[src/rtl/mem_arbiter_pkg.sv]
// Shared types and helpers for the N-channel memory arbiter.
package mem_arbiter_pkg;

    typedef enum logic {
        IDLE = 1'b0,
        WAIT = 1'b1
    } arb_state_e;

    function automatic int idx_w(input int n);
        return (n > 1) ? $clog2(n) : 1;
    endfunction

    // Channel visited at step 'off' of a round-robin scan that starts after 'last'.
    function automatic int rr_index(input int last, input int off, input int n);
        return (last + off) % n;
    endfunction

endpackage

[src/rtl/mem_arbiter_if.sv]
// Bundle of core-side channel buses and the downstream memory port.
interface mem_arbiter_if #(
    parameter int NUM_PORTS  = 2,
    parameter int ADDR_WIDTH = 32,
    parameter int DATA_WIDTH = 32
);
    localparam int STRB_WIDTH = DATA_WIDTH / 8;

    logic [NUM_PORTS-1:0]                  port_valid;
    logic [NUM_PORTS-1:0]                  port_instr;
    logic [NUM_PORTS-1:0][ADDR_WIDTH-1:0]  port_addr;
    logic [NUM_PORTS-1:0][DATA_WIDTH-1:0]  port_wdata;
    logic [NUM_PORTS-1:0][STRB_WIDTH-1:0]  port_wstrb;
    logic [DATA_WIDTH-1:0]                 port_rdata;
    logic [NUM_PORTS-1:0]                  port_ready;

    logic                                  mem_valid;
    logic                                  mem_instr;
    logic [ADDR_WIDTH-1:0]                 mem_addr;
    logic [DATA_WIDTH-1:0]                 mem_wdata;
    logic [STRB_WIDTH-1:0]                 mem_wstrb;
    logic [DATA_WIDTH-1:0]                 mem_rdata;
    logic                                  mem_ready;

    // master: the cores plus the memory bus; slave: the arbiter between them
    modport master (
        output port_valid, port_instr, port_addr, port_wdata, port_wstrb, mem_rdata, mem_ready,
        input  port_rdata, port_ready, mem_valid, mem_instr, mem_addr, mem_wdata, mem_wstrb
    );
    modport slave (
        input  port_valid, port_instr, port_addr, port_wdata, port_wstrb, mem_rdata, mem_ready,
        output port_rdata, port_ready, mem_valid, mem_instr, mem_addr, mem_wdata, mem_wstrb
    );
endinterface

[src/rtl/mem_arbiter_rr_select.sv]
// Combinational round-robin picker: first set request after 'last', one-hot and index.
module rr_select
    import mem_arbiter_pkg::*;
#(
    parameter int NUM_PORTS = 2,
    parameter int IDX_W     = 1
) (
    input  logic [NUM_PORTS-1:0] req,
    input  logic [IDX_W-1:0]     last,
    output logic [NUM_PORTS-1:0] gnt,
    output logic [IDX_W-1:0]     idx,
    output logic                 any
);
    logic [NUM_PORTS-1:0][IDX_W-1:0] cand;

    always_comb begin
        cand = '0;
        gnt  = '0;
        idx  = '0;
        any  = 1'b0;
        for (int off = 1; off <= NUM_PORTS; off++) begin
            cand[off-1] = IDX_W'(rr_index(int'(last), off, NUM_PORTS));
        end
        for (int k = 0; k < NUM_PORTS; k++) begin
            if (!any && req[cand[k]]) begin
                any          = 1'b1;
                gnt[cand[k]] = 1'b1;
                idx          = cand[k];
            end
        end
    end
endmodule

[src/rtl/mem_arbiter.sv]
// N-channel round-robin memory arbiter, one outstanding downstream request.
// Define MEM_ARBITER_BYPASS_EN to forward a request from an idle, empty arbiter in the same cycle.
module mem_arbiter
    import mem_arbiter_pkg::*;
#(
    parameter int NUM_PORTS  = 2,
    parameter int ADDR_WIDTH = 32,
    parameter int DATA_WIDTH = 32
) (
    input  logic         clock,
    input  logic         reset,
    mem_arbiter_if.slave bus
);
    localparam int STRB_WIDTH = DATA_WIDTH / 8;
    localparam int IDX_W      = idx_w(NUM_PORTS);

    // Entry layout follows the module parameters, so it lives here rather than in the package.
    typedef struct packed {
        logic                  instr;
        logic [ADDR_WIDTH-1:0] addr;
        logic [DATA_WIDTH-1:0] wdata;
        logic [STRB_WIDTH-1:0] wstrb;
    } entry_t;

    arb_state_e                  state_q, state_d;
    logic [NUM_PORTS-1:0]        pending_q, pending_d;
    entry_t [NUM_PORTS-1:0]      entry_q, entry_d;
    logic [IDX_W-1:0]            grant_q, grant_d;
    logic [IDX_W-1:0]            last_q, last_d;
    entry_t                      hold_q, hold_d;

    entry_t [NUM_PORTS-1:0]      req_in;
    entry_t                      pend_sel, mem_out;
    logic [NUM_PORTS-1:0]        pend_gnt, clr, byp_take, port_ready;
    logic [IDX_W-1:0]            pend_idx;
    logic                        pend_any, mem_valid;

    rr_select #(.NUM_PORTS(NUM_PORTS), .IDX_W(IDX_W)) u_pend_pick (
        .req(pending_q), .last(last_q), .gnt(pend_gnt), .idx(pend_idx), .any(pend_any)
    );

`ifdef MEM_ARBITER_BYPASS_EN
    entry_t                      byp_sel;
    logic [NUM_PORTS-1:0]        byp_gnt;
    logic [IDX_W-1:0]            byp_idx;
    logic                        byp_any;

    rr_select #(.NUM_PORTS(NUM_PORTS), .IDX_W(IDX_W)) u_byp_pick (
        .req(bus.port_valid), .last(last_q), .gnt(byp_gnt), .idx(byp_idx), .any(byp_any)
    );
`endif

    always_comb begin
        for (int i = 0; i < NUM_PORTS; i++) begin
            req_in[i] = '{instr: bus.port_instr[i], addr: bus.port_addr[i],
                          wdata: bus.port_wdata[i], wstrb: bus.port_wstrb[i]};
        end
    end

    always_comb begin
        state_d    = state_q;
        pending_d  = pending_q;
        entry_d    = entry_q;
        grant_d    = grant_q;
        last_d     = last_q;
        hold_d     = hold_q;
        mem_valid  = 1'b0;
        mem_out    = hold_q;
        port_ready = '0;
        clr        = '0;
        byp_take   = '0;
        pend_sel   = '0;
        for (int i = 0; i < NUM_PORTS; i++) begin
            if (pend_gnt[i]) pend_sel = pend_sel | entry_q[i];
        end
`ifdef MEM_ARBITER_BYPASS_EN
        byp_sel = '0;
        for (int i = 0; i < NUM_PORTS; i++) begin
            if (byp_gnt[i]) byp_sel = byp_sel | req_in[i];
        end
`endif
        case (state_q)
            IDLE: begin
                if (pend_any) begin
                    mem_valid = 1'b1;
                    mem_out   = pend_sel;
                    hold_d    = pend_sel;
                    grant_d   = pend_idx;
                    state_d   = WAIT;
                end
`ifdef MEM_ARBITER_BYPASS_EN
                else if (byp_any) begin
                    // Winner is served straight from the port; only the losers get latched.
                    mem_valid = 1'b1;
                    mem_out   = byp_sel;
                    hold_d    = byp_sel;
                    grant_d   = byp_idx;
                    byp_take  = byp_gnt;
                    state_d   = WAIT;
                end
`endif
            end
            WAIT: begin
                if (bus.mem_ready) begin
                    port_ready[grant_q] = 1'b1;
                    clr[grant_q]        = 1'b1;
                    last_d              = grant_q;
                    state_d             = IDLE;
                end
            end
            default: state_d = IDLE;
        endcase
        // A new request in the completion cycle wins over the clear; otherwise repeats are dropped.
        for (int i = 0; i < NUM_PORTS; i++) begin
            if (clr[i]) pending_d[i] = 1'b0;
            if (bus.port_valid[i] && !byp_take[i] && (!pending_q[i] || clr[i])) begin
                pending_d[i] = 1'b1;
                entry_d[i]   = req_in[i];
            end
        end
    end

    always_ff @(posedge clock) begin
        if (reset) begin
            state_q   <= IDLE;
            pending_q <= '0;
            entry_q   <= '0;
            grant_q   <= '0;
            last_q    <= IDX_W'(NUM_PORTS - 1);
            hold_q    <= '0;
        end else begin
            state_q   <= state_d;
            pending_q <= pending_d;
            entry_q   <= entry_d;
            grant_q   <= grant_d;
            last_q    <= last_d;
            hold_q    <= hold_d;
        end
    end

    assign bus.mem_valid  = mem_valid;
    assign bus.mem_instr  = mem_out.instr;
    assign bus.mem_addr   = mem_out.addr;
    assign bus.mem_wdata  = mem_out.wdata;
    assign bus.mem_wstrb  = mem_out.wstrb;
    assign bus.port_ready = port_ready;
    assign bus.port_rdata = bus.mem_rdata;

endmodule
[src/flat_wrapper.sv]
// flat-port wrapper written by rule: the top's interface ports become plain ports
module mem_arbiter_flat import mem_arbiter_pkg::*;
#(
    parameter int NUM_PORTS  = 2,
    parameter int ADDR_WIDTH = 32,
    parameter int DATA_WIDTH = 32
)
  (clock, reset, bus_port_valid, bus_port_instr, bus_port_addr, bus_port_wdata, bus_port_wstrb, bus_mem_rdata, bus_mem_ready, bus_port_rdata, bus_port_ready, bus_mem_valid, bus_mem_instr, bus_mem_addr, bus_mem_wdata, bus_mem_wstrb);
  mem_arbiter_if #(.NUM_PORTS(NUM_PORTS), .ADDR_WIDTH(ADDR_WIDTH), .DATA_WIDTH(DATA_WIDTH)) bus_i ();
  input  logic clock;
  input  logic reset;
  input wire logic [$bits(bus_i.port_valid)-1:0] bus_port_valid;
  input wire logic [$bits(bus_i.port_instr)-1:0] bus_port_instr;
  input wire logic [$bits(bus_i.port_addr)-1:0] bus_port_addr;
  input wire logic [$bits(bus_i.port_wdata)-1:0] bus_port_wdata;
  input wire logic [$bits(bus_i.port_wstrb)-1:0] bus_port_wstrb;
  input wire logic [$bits(bus_i.mem_rdata)-1:0] bus_mem_rdata;
  input wire logic [$bits(bus_i.mem_ready)-1:0] bus_mem_ready;
  output wire logic [$bits(bus_i.port_rdata)-1:0] bus_port_rdata;
  output wire logic [$bits(bus_i.port_ready)-1:0] bus_port_ready;
  output wire logic [$bits(bus_i.mem_valid)-1:0] bus_mem_valid;
  output wire logic [$bits(bus_i.mem_instr)-1:0] bus_mem_instr;
  output wire logic [$bits(bus_i.mem_addr)-1:0] bus_mem_addr;
  output wire logic [$bits(bus_i.mem_wdata)-1:0] bus_mem_wdata;
  output wire logic [$bits(bus_i.mem_wstrb)-1:0] bus_mem_wstrb;
  assign bus_i.port_valid = bus_port_valid;
  assign bus_i.port_instr = bus_port_instr;
  assign bus_i.port_addr = bus_port_addr;
  assign bus_i.port_wdata = bus_port_wdata;
  assign bus_i.port_wstrb = bus_port_wstrb;
  assign bus_i.mem_rdata = bus_mem_rdata;
  assign bus_i.mem_ready = bus_mem_ready;
  assign bus_port_rdata = bus_i.port_rdata;
  assign bus_port_ready = bus_i.port_ready;
  assign bus_mem_valid = bus_i.mem_valid;
  assign bus_mem_instr = bus_i.mem_instr;
  assign bus_mem_addr = bus_i.mem_addr;
  assign bus_mem_wdata = bus_i.mem_wdata;
  assign bus_mem_wstrb = bus_i.mem_wstrb;
  mem_arbiter #(.NUM_PORTS(NUM_PORTS), .ADDR_WIDTH(ADDR_WIDTH), .DATA_WIDTH(DATA_WIDTH)) u_core (.clock(clock), .reset(reset), .bus(bus_i));
endmodule
[config.mk]
export PLATFORM = sky130hd
export DESIGN_NAME = mem_arbiter_flat
export DESIGN_NICKNAME = d
export VERILOG_FILES = /design/src/rtl/mem_arbiter_pkg.sv /design/src/rtl/mem_arbiter_if.sv /design/src/rtl/mem_arbiter_rr_select.sv /design/src/rtl/mem_arbiter.sv /design/src/flat_wrapper.sv
export SDC_FILE = /design/constraint.sdc
export NUM_CORES = 1
export LEC_CHECK = 0
export BUFFER_PORTS_ARGS = -buffer_cell sky130_fd_sc_hd__buf_4
export CAP_MARGIN = 25
export CORE_MARGIN = 4
export CORE_UTILIZATION = 45
export CTS_BUF_LIST = sky130_fd_sc_hd__clkbuf_16
export CTS_CLUSTER_SIZE = 16
export DETAILED_ROUTE_END_ITERATION = 16
export GPL_TIMING_DRIVEN = 0
export PLACE_DENSITY = 0.71
export SYNTH_ARGS = -nofsm -noshare
export SYNTH_HDL_FRONTEND = slang
export SYNTH_SLANG_ARGS = --single-unit
[constraint.sdc]
create_clock -name clock -period 2.05 [get_ports clock]
set_input_delay 0.41 -clock clock [delete_from_list [all_inputs] [get_ports clock]]
set_output_delay 0.41 -clock clock [all_outputs]
set_load 0.02 [all_outputs]
==> metrics.md, run 1 <==
| Metric | Value |
|---|---|
| Total GRT Usage | `0.272` |
| Antenna Diode Count | `0` |
| Row Count | `52` |
| DRT iter0 DRCs | `739` |
| P_int | `7.65 mW` |
| Fin. max-slew vios | `0` |
| Fin. Hold Viols | `0` |
| Clock Skew | `0.00804 ns` |
| I/O Buffers | `245` |
| CP peak stage delay | `0.37 ns` |
| Reg2reg start | `u_core.pending_q[1]` |
| Initial antenna violation count | `0` |
| Top-count cell post-synth | `nand2_1` |
| Ys Warns | `0` |
| Die Y | `154 µm` |
| VDD IR max | `0.564 mV` |
| Mean Syn Cell Area | `8.63 µm²` |
| Mapped Area | `0.00953 mm²` |
| Cell chain of the critical path | `buf_12, o21bai_4, buf_8, buf_12, nand2_4, o21ai_2, buf_6` |
| Area of the core | `0.0206 mm²` |
| Total grt overflow | `0` |
| Sink Count | `212` |
| Dominant cell type by area after synthesis | `dfxtp_1` |
| Main flop type after synthesis | `dfxtp_1` |
| Main area contributors after synthesis | `dfxtp_1 (45%), mux2i_1 (13%), nand2_1 (13%)` |
| WL final | `34.6 mm` |
| WL per Instance | `20.5 µm` |
| Area Growth Syn to Fin | `49.9%` |
| Clock slew at reported path FFs | `0.06 ns` |
| Flop pwr share | `0.420` |
| Setup_tns | `-16.93 ns` |
| FFs w/ async S/R, synth | `0` |
| H-tree levels | `1` |
| Leakage | `6.18 nW` |
| Grt met2 use | `0.455` |
| Final setup violating endpoints | `70` |
| DIE AREA | `0.0236 mm²` |
| First-pass GRT wire length | `51.9 mm` |
| Crit Path Max Fanout | `7` |
| Cell mode on critical path | `buf_12` |
| Yosys reg bits | `212` |
| Worst Slack Setup Final | `-0.316 ns` |
| Largest net degree at the start of global routing | `16` |
| Synth cell types | `31` |
| Post-synth top cells | `nand2_1 (322), dfxtp_1 (212), mux2i_1 (125)` |
| Syn Nets | `1279` |
| Setup CP Type | `reg2out` |
| WP data arrival | `1.96 ns` |
| Crit start category | `flop` |
| EDFF count, synth | `0` |
| Hold/Removal Path Class | `in2reg` |
| CTS Hold Bufs | `0` |
| M3 GR Usage | `0.0576` |
| Clock power frac | `0.354` |
| Net Sw Frac | `0.296` |
| Sequential element share of the synthesized area | `0.445` |
| Crit-path slowest cell | `dfxtp_4` |
| Syn Inst Count | `1104` |
| Router iterations before antenna repair | `5` |
| Setup WS pre-CTS | `-0.278 ns` |
| Rel. slew slack | `0.531` |
| Vias in the first global route | `9723` |
| Critical path origin | `u_core.pending_q[1]` |
| Layout cells sized above 1 | `0.391` |
| TritonCTS clock tree | `yes` |
| Top cell type's share of synthesized area | `0.445` |
| Remaining design rule violation count | `0` |
| Clock Tree Buf Depth | `3` |
| Total chip power | `10.9 mW` |
| Vias | `9637` |
| Comb power frac | `0.226` |
| Failing checks | `setup timing` |
| CP Data Required Time | `1.64 ns` |
| Clk root buf | `clkbuf_16` |
| ANT nets after route | `0` |
| Outcome | `complete, but fails checks` |
| Clock latency on the worst-skew pair | `0.51 ns` |
| PwrDens | `760 mW/mm²` |
| RSZ-0062 raised after global routing | `true` |
| CP endpoint kind | `output port` |
| Met1 usage | `0.351` |
| MaxCap Viol Count | `0` |
| Via/cell ratio | `5.70` |
| Min Tclk post-route | `2.37 ns` |
| Initial Util | `0.464` |
| DP HPWL | `23.8 mm` |
| Total CTS buffers | `23` |
| Post-layout nets | `1582` |
| DIE WIDTH | `154 µm` |
| Net switching power | `3.21 mW` |
| F_max | `423 MHz` |
| Hold slack | `0.151 ns` |
| IO Count | `279` |
| Worst-margin pin slew | `0.703 ns` |
| Period utilisation layout | `1.15` |
| GP Congestion | `0.908` |
| Hold Crit Start | `bus_port_wdata[46]` |
| GRT Max-Usage Layer | `met2` |
-- power by group through the flow --
stage | Clock [mW] | Sequential, mW | Combinational (mW)
finish | 3.85 | 4.57 | 2.45
global route | 4.05 | 4.58 | 2.58
CTS | 3.86 | 4.53 | 2.29
detailed placement | 0 | 4.59 | 1.86
global placement | 0 | 4.59 | 1.84
floorplan | 0 | 4.55 | 1.09
-- cells by family (layout without fill, tap and decap cells) --
logic type,after synthesis,count (layout),synth area share
compound gates,218,218,0.162
mux,125,125,0.131
buf+inv,143,461,0.0797
flops,212,212,0.445
simple gates,406,406,0.182
-- sequential cells by signal, summed over array words and instances, names as in the netlist --
register and flops:
u_core.last_q 1, u_core.hold_q 69, u_core.grant_q 1, u_core.entry_q 138, u_core.state_q 1, u_core.pending_q 2
-- cell usage in the layout (no fill, tap or decap), types with 13 or more instances in the layout --
cell type	count
buf_4	264
nand4_1	24
nand2_2	15
dfxtp_1	208
nand3_2	16
nor2b_1	13
o21ai_0	13
o2111ai_1	13
nand2_1	300
o21ai_2	20
a21oi_1	27
buf_6	59
o2bb2ai_1	32
mux2i_1	125
clkbuf_16	25
clkbuf_1	31
a32oi_2	43
buf_12	15
o21ai_1	19
buf_2	19
a31oi_1	13
and3b_1	13
-- layout make-up --
cell class / instances / area (µm²)
multi-input cells: 749 / 5450
clock inverters: 17 / 105
well taps: 270 / 338
flip-flops and latches: 212 / 4250
plain buffers: 135 / 1120
inverters: 6 / 30.0
fillers: 1524 / 6270
clock buffers: 23 / 576
repair buffers: 280 / 2420
-- worst paths after layout --
check | endpoint | slack, ns | cells past startpoint
setup / recovery | bus_mem_wdata[30] | -0.32 | 7
hold / removal | u_core.entry_q[87] | 0.15 | 3
setup reg to reg | u_core.hold_q[8] | 0.06 | 7
hold reg to reg | u_core.entry_q[13] | 0.46 | 2
-- worst max-delay path: cells and delay by family (launching register included) --
family                 cells  cell delay, ns
AOI/OAI and AO/OA          2            0.38
DFF                        1            0.37
buffers and inverters      4            0.64
and+or+nand+nor            1            0.05
-- per-stage QoR --
stage           util  cell area [µm²]  cells
2_1_floorplan      -             9530   1104
3_3_place_gp   0.569            11700   1619
3_5_place_dp   0.569            11700   1619
4_1_cts        0.669            13800   1683
5_1_grt        0.695            14300   1692
6_report       0.695            14300   1692
-- metal layers --
layer / share of wire / vias up
met1: 0.40 / 4579
met4: 0.032 / 0
met2: 0.47 / 501
met3: 0.095 / 77
li1: - / 4480
met5: 0 / -
-- what timing repair did --
action                                  in CTS  in global routing
gates cloned                                 6                  1
resized for setup                          271                124
buffers inserted                            19                 13
pin swaps                                   48                 36
endpoints found under the setup margin      71                 71
Note: power is estimated with default switching activity, not from simulation.
==> run 2: changes to the inputs <==
==> constraint.sdc (replaced) <==
create_clock -name clock -period 2.05 [get_ports clock]
set_input_delay 0.205 -clock clock [delete_from_list [all_inputs] [get_ports clock]]
set_output_delay 0.205 -clock clock [all_outputs]
set_load 0.02 [all_outputs]
==> metrics.md, run 2 (synthesis results as in run 1) <==
| Metric | Value |
|---|---|
| Hold/Removal Path Class | `in2reg` |
| Period utilisation layout | `1.06` |
| Layout cells sized above 1 | `0.355` |
| Total CTS buffers | `23` |
| Antenna Diode Count | `0` |
| Vias | `10300` |
| Initial Util | `0.464` |
| DRT iter0 DRCs | `779` |
| Sink Count | `212` |
| Fin. Hold Viols | `0` |
| H-tree levels | `1` |
| Hold slack | `0.0195 ns` |
| Fin. max-slew vios | `0` |
| Clk root buf | `clkbuf_16` |
| P_int | `7.81 mW` |
| Multi-input logic area | `0.00552 mm²` |
| VDD IR max | `0.623 mV` |
| Crit start category | `flop` |
| RSZ-0062 raised after global routing | `true` |
| Clock Skew | `0.00804 ns` |
| GP Congestion | `0.908` |
| Vias in the first global route | `10500` |
| MaxCap Viol Count | `0` |
| Worst Slack Setup Final | `-0.121 ns` |
| CP Data Required Time | `1.85 ns` |
| Crit Path Max Fanout | `7` |
| Router iterations before antenna repair | `7` |
| WL per Instance | `20.6 µm` |
| Final Non-Filler Cells | `1818` |
| Regs by FF count | `u_core.entry_q x138, u_core.hold_q x69, u_core.pending_q x2` |
| Total GRT Usage | `0.289` |
| Rel. slew slack | `0.516` |
| Area Growth Syn to Fin | `63.8%` |
| Worst-margin pin slew | `0.726 ns` |
| Die Y | `154 µm` |
| Clock latency on the worst-skew pair | `0.52 ns` |
| Clock power frac | `0.348` |
| Total grt overflow | `0` |
| DIE WIDTH | `154 µm` |
| Clock Tree Buf Depth | `3` |
| CP endpoint kind | `output port` |
| Initial antenna violation count | `0` |
| TritonCTS clock tree | `yes` |
| IO Count | `279` |
| Leakage | `6.71 nW` |
| Net Sw Frac | `0.298` |
| Remaining design rule violation count | `0` |
| DIE AREA | `0.0236 mm²` |
| Placed insts | `1619` |
| Most frequent cells in the layout | `nand2_1 (301), buf_4 (254), dfxtp_1 (208), dlygate4sd3_1 (135), mux2i_1 (125)` |
| Commonest non-fill, non-tap cell in the layout | `nand2_1` |
| WL final | `37.5 mm` |
| Placed Instance Area | `0.0117 mm²` |
| Final setup violating endpoints | `66` |
| F_max | `461 MHz` |
| First-pass GRT wire length | `55.5 mm` |
| Post-layout nets | `1708` |
| Comb power frac | `0.241` |
| I/O Buffers | `245` |
| WP data arrival | `1.97 ns` |
| Max FFs per register | `138` |
| PwrDens | `713 mW/mm²` |
| DP HPWL | `23.8 mm` |
| Flop pwr share | `0.411` |
| Min Tclk post-route | `2.17 ns` |
| Setup CP Type | `reg2out` |
| Row Count | `52` |
| Net switching power | `3.32 mW` |
| Final instance area | `0.0156 mm²` |
| ANT nets after route | `0` |
| Largest net degree at the start of global routing | `14` |
| FF/Latch Area | `0.00425 mm²` |
| Fill cell count | `1304` |
| Via/cell ratio | `5.68` |
| R2R Setup Slk | `0.02 ns` |
| Outcome | `complete, but fails checks` |
| Area of the core | `0.0206 mm²` |
| Top register by number of flip-flops | `u_core.entry_q` |
| Failing checks | `setup timing` |
| Clock slew at reported path FFs | `0.06 ns` |
## run 2: cell types whose count changed in the layout (fill, tap and decap cells not counted), sizes merged
| cell | change |
|---|---|
| buf | -6 |
| inv | +1 |
| clkinvlp | -1 |
| clkbuf | -3 |
| dlygate4sd3 | +135 |
## run 2: worst paths after layout
path / start / end / depth (start not counted)
max reg2reg: u_core.pending_q[1] / u_core.hold_q[7] / 7
min reg2reg: u_core.hold_q[21] / u_core.hold_q[21] / 1
max: u_core.pending_q[1] / bus_mem_addr[1] / 7
min: bus_port_wstrb[5] / u_core.entry_q[70] / 3
## run 2: stage by stage
step                      worst slack [ns]   util  TNS (ns)  total power, mW
after floorplan                      0.325      -         0             5.64
after global placement             -0.0770  0.569    -0.224             6.43
after detailed placement           -0.0734  0.569    -0.222             6.46
after CTS                          -0.0975  0.724     -1.88             10.8
after global routing                -0.149  0.760     -6.50             11.5
final                               -0.121  0.760     -4.14             11.1
## run 2: layout make-up
class | count | area share
clock buffer | 23 | 0.0369
sequential | 212 | 0.272
tap | 270 | 0.0216
clock inverter | 17 | 0.00673
buffer | 136 | 0.0713
timing repair buffer | 405 | 0.236
inverter | 6 | 0.00168
multi-input combinational | 749 | 0.354
## run 2: power groups by stage
stage          sequential [mW]  clock [mW]  combinational, mW
3_5_place_dp              4.59           0               1.86
2_1_floorplan             4.55           0               1.09
6_report                  4.58        3.88               2.68
4_1_cts                   4.53        3.86               2.43
3_3_place_gp              4.59           0               1.84
5_1_grt                   4.59        4.06               2.81
## run 2: per-layer routing
metal | wire, µm | global-route usage | vias up
met4 | 1490 | 0.112 | 0
met5 | 0 | 0 | -
met2 | 18000 | 0.494 | 571
li1 | - | - | 4733
met1 | 14800 | 0.369 | 4921
met3 | 3240 | 0.0447 | 110
## run 2: worst max-delay path: stages (launching register included)
cell and delay [ns]:
dfxtp_4 0.37, buf_12 0.14, o21bai_4 0.31, buf_12 0.20, buf_12 0.15, nand2_4 0.05
o21ai_4 0.07, buf_6 0.15
## run 2: what timing repair did
item,in CTS,in global routing
pin swaps,44,46
endpoints found under the setup margin,70,70
gates cloned,6,0
endpoints found under the hold margin,134,1
buffers inserted,17,5
resized for setup,233,176
hold buffers,134,1
